$ cat config.mk
export PLATFORM = sky130hd
export DESIGN_NAME = segre_mem_arbiter
export DESIGN_NICKNAME = d
export VERILOG_FILES = /design/src/rtl/segre_mem_arbiter.sv
export SDC_FILE = /design/constraint.sdc
export NUM_CORES = 1
export LEC_CHECK = 0
export ABC_CLOCK_PERIOD_IN_PS = 24500
export CORE_AREA = 4 4 288 290
export CTS_CLUSTER_SIZE = 28
export DETAILED_ROUTE_END_ITERATION = 10
export DIE_AREA = 0 0 292 294
export PLACE_DENSITY = 0.55
export SLEW_MARGIN = 20
export SYNTH_ARGS = -nofsm -noshare
export SYNTH_HDL_FRONTEND = slang
export SYNTH_SLANG_ARGS = --single-unit
$ cat constraint.sdc
create_clock -name clk_i -period 24.5 [get_ports clk_i]
set_clock_uncertainty 0.1 [all_clocks]
set_input_delay 7.35 -clock clk_i [delete_from_list [all_inputs] [get_ports clk_i]]
set_output_delay 7.35 -clock clk_i [all_outputs]
set_load 0.02 [all_outputs]
$ cat src/rtl/segre_mem_arbiter.sv
// Shares the single main-memory port between the I-cache and D-cache.
// IC has priority; a starvation counter forces a DC win after STARVE_LIMIT contested IC wins.
module segre_mem_arbiter #(
   parameter int ADDR_WIDTH   = 32,
   parameter int LINE_WIDTH   = 128,
   parameter int STARVE_LIMIT = 4
) (
   input  logic                  clk_i,
   input  logic                  rst_i,
   input  logic                  ic_req_i,
   input  logic [ADDR_WIDTH-1:0] ic_addr_i,
   output logic                  ic_valid_o,
   output logic [LINE_WIDTH-1:0] ic_rdata_o,
   input  logic                  dc_req_i,
   input  logic                  dc_we_i,
   input  logic [ADDR_WIDTH-1:0] dc_addr_i,
   input  logic [LINE_WIDTH-1:0] dc_wdata_i,
   output logic                  dc_valid_o,
   output logic [LINE_WIDTH-1:0] dc_rdata_o,
   output logic                  mem_req_o,
   output logic                  mem_we_o,
   output logic [ADDR_WIDTH-1:0] mem_addr_o,
   output logic [LINE_WIDTH-1:0] mem_wdata_o,
   input  logic                  mem_ack_i,
   input  logic [LINE_WIDTH-1:0] mem_rdata_i,
   output logic                  sel_mem_req_o,
   output logic                  busy_o
);

   // state | meaning
   // IDLE  | no transaction; arbitrate and latch the winner
   // BUSY  | request held toward memory until mem_ack_i
   // RESP  | one-cycle valid pulse to the owner
   typedef enum logic [1:0] {IDLE, BUSY, RESP} state_t;

   localparam int CW = $clog2(STARVE_LIMIT + 1);
   localparam logic [CW-1:0] STARVE_MAX = CW'(STARVE_LIMIT);

   state_t          state, state_nxt;
   logic            owner;
   logic [CW-1:0]   starve_cnt;
   logic            grant, grant_dc;
   logic            we_q;
   logic [ADDR_WIDTH-1:0] addr_q;
   logic [LINE_WIDTH-1:0] wdata_q;
   logic [LINE_WIDTH-1:0] ic_rdata_q, dc_rdata_q;

   always_ff @(posedge clk_i or posedge rst_i) begin
      if (rst_i) state <= IDLE;
      else       state <= state_nxt;
   end

   always_comb begin
      state_nxt = state;
      grant     = 1'b0;
      grant_dc  = 1'b0;
      case (state)
         IDLE: begin
            if (ic_req_i || dc_req_i) begin
               grant     = 1'b1;
               state_nxt = BUSY;
               if (!ic_req_i)
                  grant_dc = 1'b1;
               else if (dc_req_i && (starve_cnt == STARVE_MAX))
                  grant_dc = 1'b1;
            end
         end
         BUSY:    if (mem_ack_i) state_nxt = RESP;
         RESP:    state_nxt = IDLE;
         default: state_nxt = IDLE;
      endcase
   end

   // Winner fields are latched once in IDLE and held stable for all of BUSY.
   always_ff @(posedge clk_i or posedge rst_i) begin
      if (rst_i) begin
         owner      <= 1'b0;
         starve_cnt <= '0;
         we_q       <= 1'b0;
         addr_q     <= '0;
         wdata_q    <= '0;
      end else if (grant) begin
         owner   <= grant_dc;
         addr_q  <= grant_dc ? dc_addr_i : ic_addr_i;
         we_q    <= grant_dc & dc_we_i;
         wdata_q <= (grant_dc && dc_we_i) ? dc_wdata_i : '0;
         if (grant_dc)
            starve_cnt <= '0;
         else if (dc_req_i && (starve_cnt != STARVE_MAX))
            starve_cnt <= starve_cnt + CW'(1);
      end
   end

   // A DC write-back leaves dc_rdata untouched.
   always_ff @(posedge clk_i or posedge rst_i) begin
      if (rst_i) begin
         ic_rdata_q <= '0;
         dc_rdata_q <= '0;
      end else if ((state == BUSY) && mem_ack_i) begin
         if (!owner)     ic_rdata_q <= mem_rdata_i;
         else if (!we_q) dc_rdata_q <= mem_rdata_i;
      end
   end

   assign mem_req_o     = (state == BUSY);
   assign busy_o        = (state != IDLE);
   assign sel_mem_req_o = owner;
   assign mem_we_o      = we_q;
   assign mem_addr_o    = addr_q;
   assign mem_wdata_o   = wdata_q;
   assign ic_valid_o    = (state == RESP) && !owner;
   assign dc_valid_o    = (state == RESP) && owner;
   assign ic_rdata_o    = ic_rdata_q;
   assign dc_rdata_o    = dc_rdata_q;

endmodule
==> out/qor.csv <==
metric,value,unit
outcome,"finished, final reports clean",
swShare,35.5,%
ctsHoldBuffers,0,
core_area,0.0803,mm^2
drtIter0Drc,404,
ys_seq_area_share,65.9,%
post_cts_buffers,0,
finalSetupTns,0,ps
clkTransAtPathRegs,60,ps
rsz0062_at_grt,false,
worst_pin_slew,1100,ps
ys_ff_latch,423,
crit_path_end,ic_rdata_o[61]$_DFFE_PP0P_,
synth_cell_type_count,27,
avgSynthCellArea,15.4,um^2
drive_gt1_share,20.3,%
leakage,0.0109,uW
vias_per_cell,4.09,
final-setup-viol-count,0,
pwr-share-seq,33.1,%
gr-total-overflow,0,
cp-end-kind,register,
powerDensity,135,mW/mm^2
grt_pass1_vias,12966,
antenna_found_initial,8,
relSlewSlack,26.8,%
maxCapViolations,0,
ctsHtreeMaxLevel,2,
num_rows,104,
cp-startpoint,mem_ack_i,
p_int,2280,uW
cp.arrival,10770,ps
port-buffer-count,747,
r2r-end,ic_rdata_o[61]$_DFFE_PP0P_,
place_area,0.0246,mm^2
cts_tree,yes,
start_util,20.0,%
die-area,0.0858,mm^2
drt_first_pass_iters,4,
power_frac_comb,45.5,%
ant_nets,0,
crit_fanout,61,
nFillCells,7869,
final_cell_mix,"747 x clkdlybuf4s50_1, 423 x dfrtp_1, 256 x mux2_2",
layout_commonest_cell,clkdlybuf4s50_1,
gp_congestion,0.811,
worstSetupPathType,input pin to register,
cts-root-buf,clkbuf_16,
final_max_slew_viol_count,0,
vias,11801,
crit_path_start_kind,input pin,
cts_buffers,48,
ios,748,
clkPwrFrac,21.5,%
final.min_clock_period,10410,ps
grt_max_degree,113,
die_w,292,um
drc,0,
switching_power,1260,uW
min_path_type,register to register,
ir_drop,42.6,uV
die_h,294,um
clock_path_buffers,3,
worstReg2RegStart,state[1]$_DFFE_PP0P_,
routed_wl,58000,um
post_cts_resized,0,
hold_viol,0,
fin_nets,2109,
track_usage,12.8,%
synth_area,0.0161,mm^2
syn_inst,1045,
synth_warnings,0,
worst_ep_required_time,24860,ps
synth.net_count,1373,
area_growth,63.5,%
max_freq,96.1,MHz
reg2reg_depth,5,
grt_pass1_wl,85200,um
cts.sinks,423,
avgRoutedWirePerCell,20.1,um
ff2ff_setup_slack,20830,ps
period_share,42.5,%
dpl.hpwl,43400,um
hold_depth,1,
clk_latency,550,ps
final_area,0.0263,mm^2
flip-flops by register name, indices dropped and copies added (netlist names):
name,flops
starve_cnt,3
dc_rdata_o,128
state,2
mem_addr_o,32
mem_wdata_o,128
ic_rdata_o,128
mem_we_o,1
sel_mem_req_o,1
worst min-delay path by stage:
| stage | startpoint | to | slack (ps) |
|---|---|---|---|
| 2_1_floorplan | starve_cnt[2]$_DFFE_PP0P_ | starve_cnt[2]$_DFFE_PP0P_ | 430 |
| 3_3_place_gp | mem_wdata_o[48]$_DFFE_PP0P_ | mem_wdata_o[48]$_DFFE_PP0P_ | 380 |
| 3_5_place_dp | mem_wdata_o[74]$_DFFE_PP0P_ | mem_wdata_o[74]$_DFFE_PP0P_ | 380 |
| 4_1_cts | mem_wdata_o[69]$_DFFE_PP0P_ | mem_wdata_o[69]$_DFFE_PP0P_ | 400 |
| 5_1_grt | mem_wdata_o[86]$_DFFE_PP0P_ | mem_wdata_o[86]$_DFFE_PP0P_ | 410 |
| 6_report | mem_wdata_o[81]$_DFFE_PP0P_ | mem_wdata_o[81]$_DFFE_PP0P_ | 400 |
kinds of logic after synthesis:
logic type | synth area share (%)
xor+xnor | 0.0545
fa+ha+maj | 0.156
simple gates | 1.63
mux | 17.9
compound gates | 10.4
flops | 65.9
buf+inv | 3.88
per-layer routing:
layer / vias up / GRT usage [%] / wire (um)
li1: 5306 / - / -
met1: 5845 / 14.1 / 21500
met2: 552 / 22.2 / 28700
met3: 98 / 5.22 / 5760
met4: 0 / 4.55 / 1990
met5: - / 0 / 0
through the flow:
step                      setup slack [ps]  hold slack [ps]  instances  total power, uW  util (%)
after detailed placement             13290              380       2791             2820      30.6
after global routing                 13650              412       2883             3730      32.7
final                                14090              397       2884             3540      32.7
after global placement               13290              384       2791             2800      30.6
after floorplan                       5270              427       1045             1970         -
after CTS                            13930              403       2881             3610      32.7
power groups by stage:
stage,Combinational [uW],Clock (uW),Sequential (uW)
after floorplan,449,0,1520
after global placement,1620,0,1170
after detailed placement,1640,0,1180
after CTS,1640,793,1180
after global routing,1700,820,1210
final,1610,761,1170
Yosys cell counts (all sizes together):
| master | n | area, um^2 |
|---|---|---|
| nor2 | 3 | 11.3 |
| dfrtp | 423 | 10600 |
| or2 | 2 | 12.5 |
| xnor2 | 1 | 8.76 |
| nand3 | 34 | 170 |
| buf | 60 | 413 |
| a22o | 128 | 1120 |
| mux2 | 256 | 2880 |
| and2 | 1 | 6.26 |
| a21bo | 1 | 10.0 |
| and3 | 1 | 6.26 |
| clkbuf | 19 | 71.3 |
| inv | 37 | 139 |
| nor3b | 3 | 22.5 |
| ha | 2 | 25.0 |
| nor4bb | 1 | 10.0 |
| o21ai | 35 | 175 |
| a21o | 2 | 15.0 |
| nand3b | 1 | 7.51 |
| a21boi | 1 | 7.51 |
| and3b | 1 | 8.76 |
| o311ai | 32 | 348 |
| nand2b | 1 | 6.26 |
final cells by class:
class                           instances  area [um^2]  area share, %
Multi-Input combinational cell        506         4880           18.6
Clock inverter                         22          307           1.17
Tap cell                             1060         1330           5.05
Sequential cell                       423        10600           40.3
Antenna cell                            3         7.51         0.0286
Inverter                               37          146          0.557
Clock buffer                           68         1400           5.33
Timing Repair Buffer                  765         7620           29.0
critical path: stages:
cell and delay [ps]:
clkdlybuf4s50_1 490, nand3b_1 170, nor2_4 760, buf_4 660
buf_4 750, mux2_2 420
No activity file was read; power rests on OpenSTA's default activity.
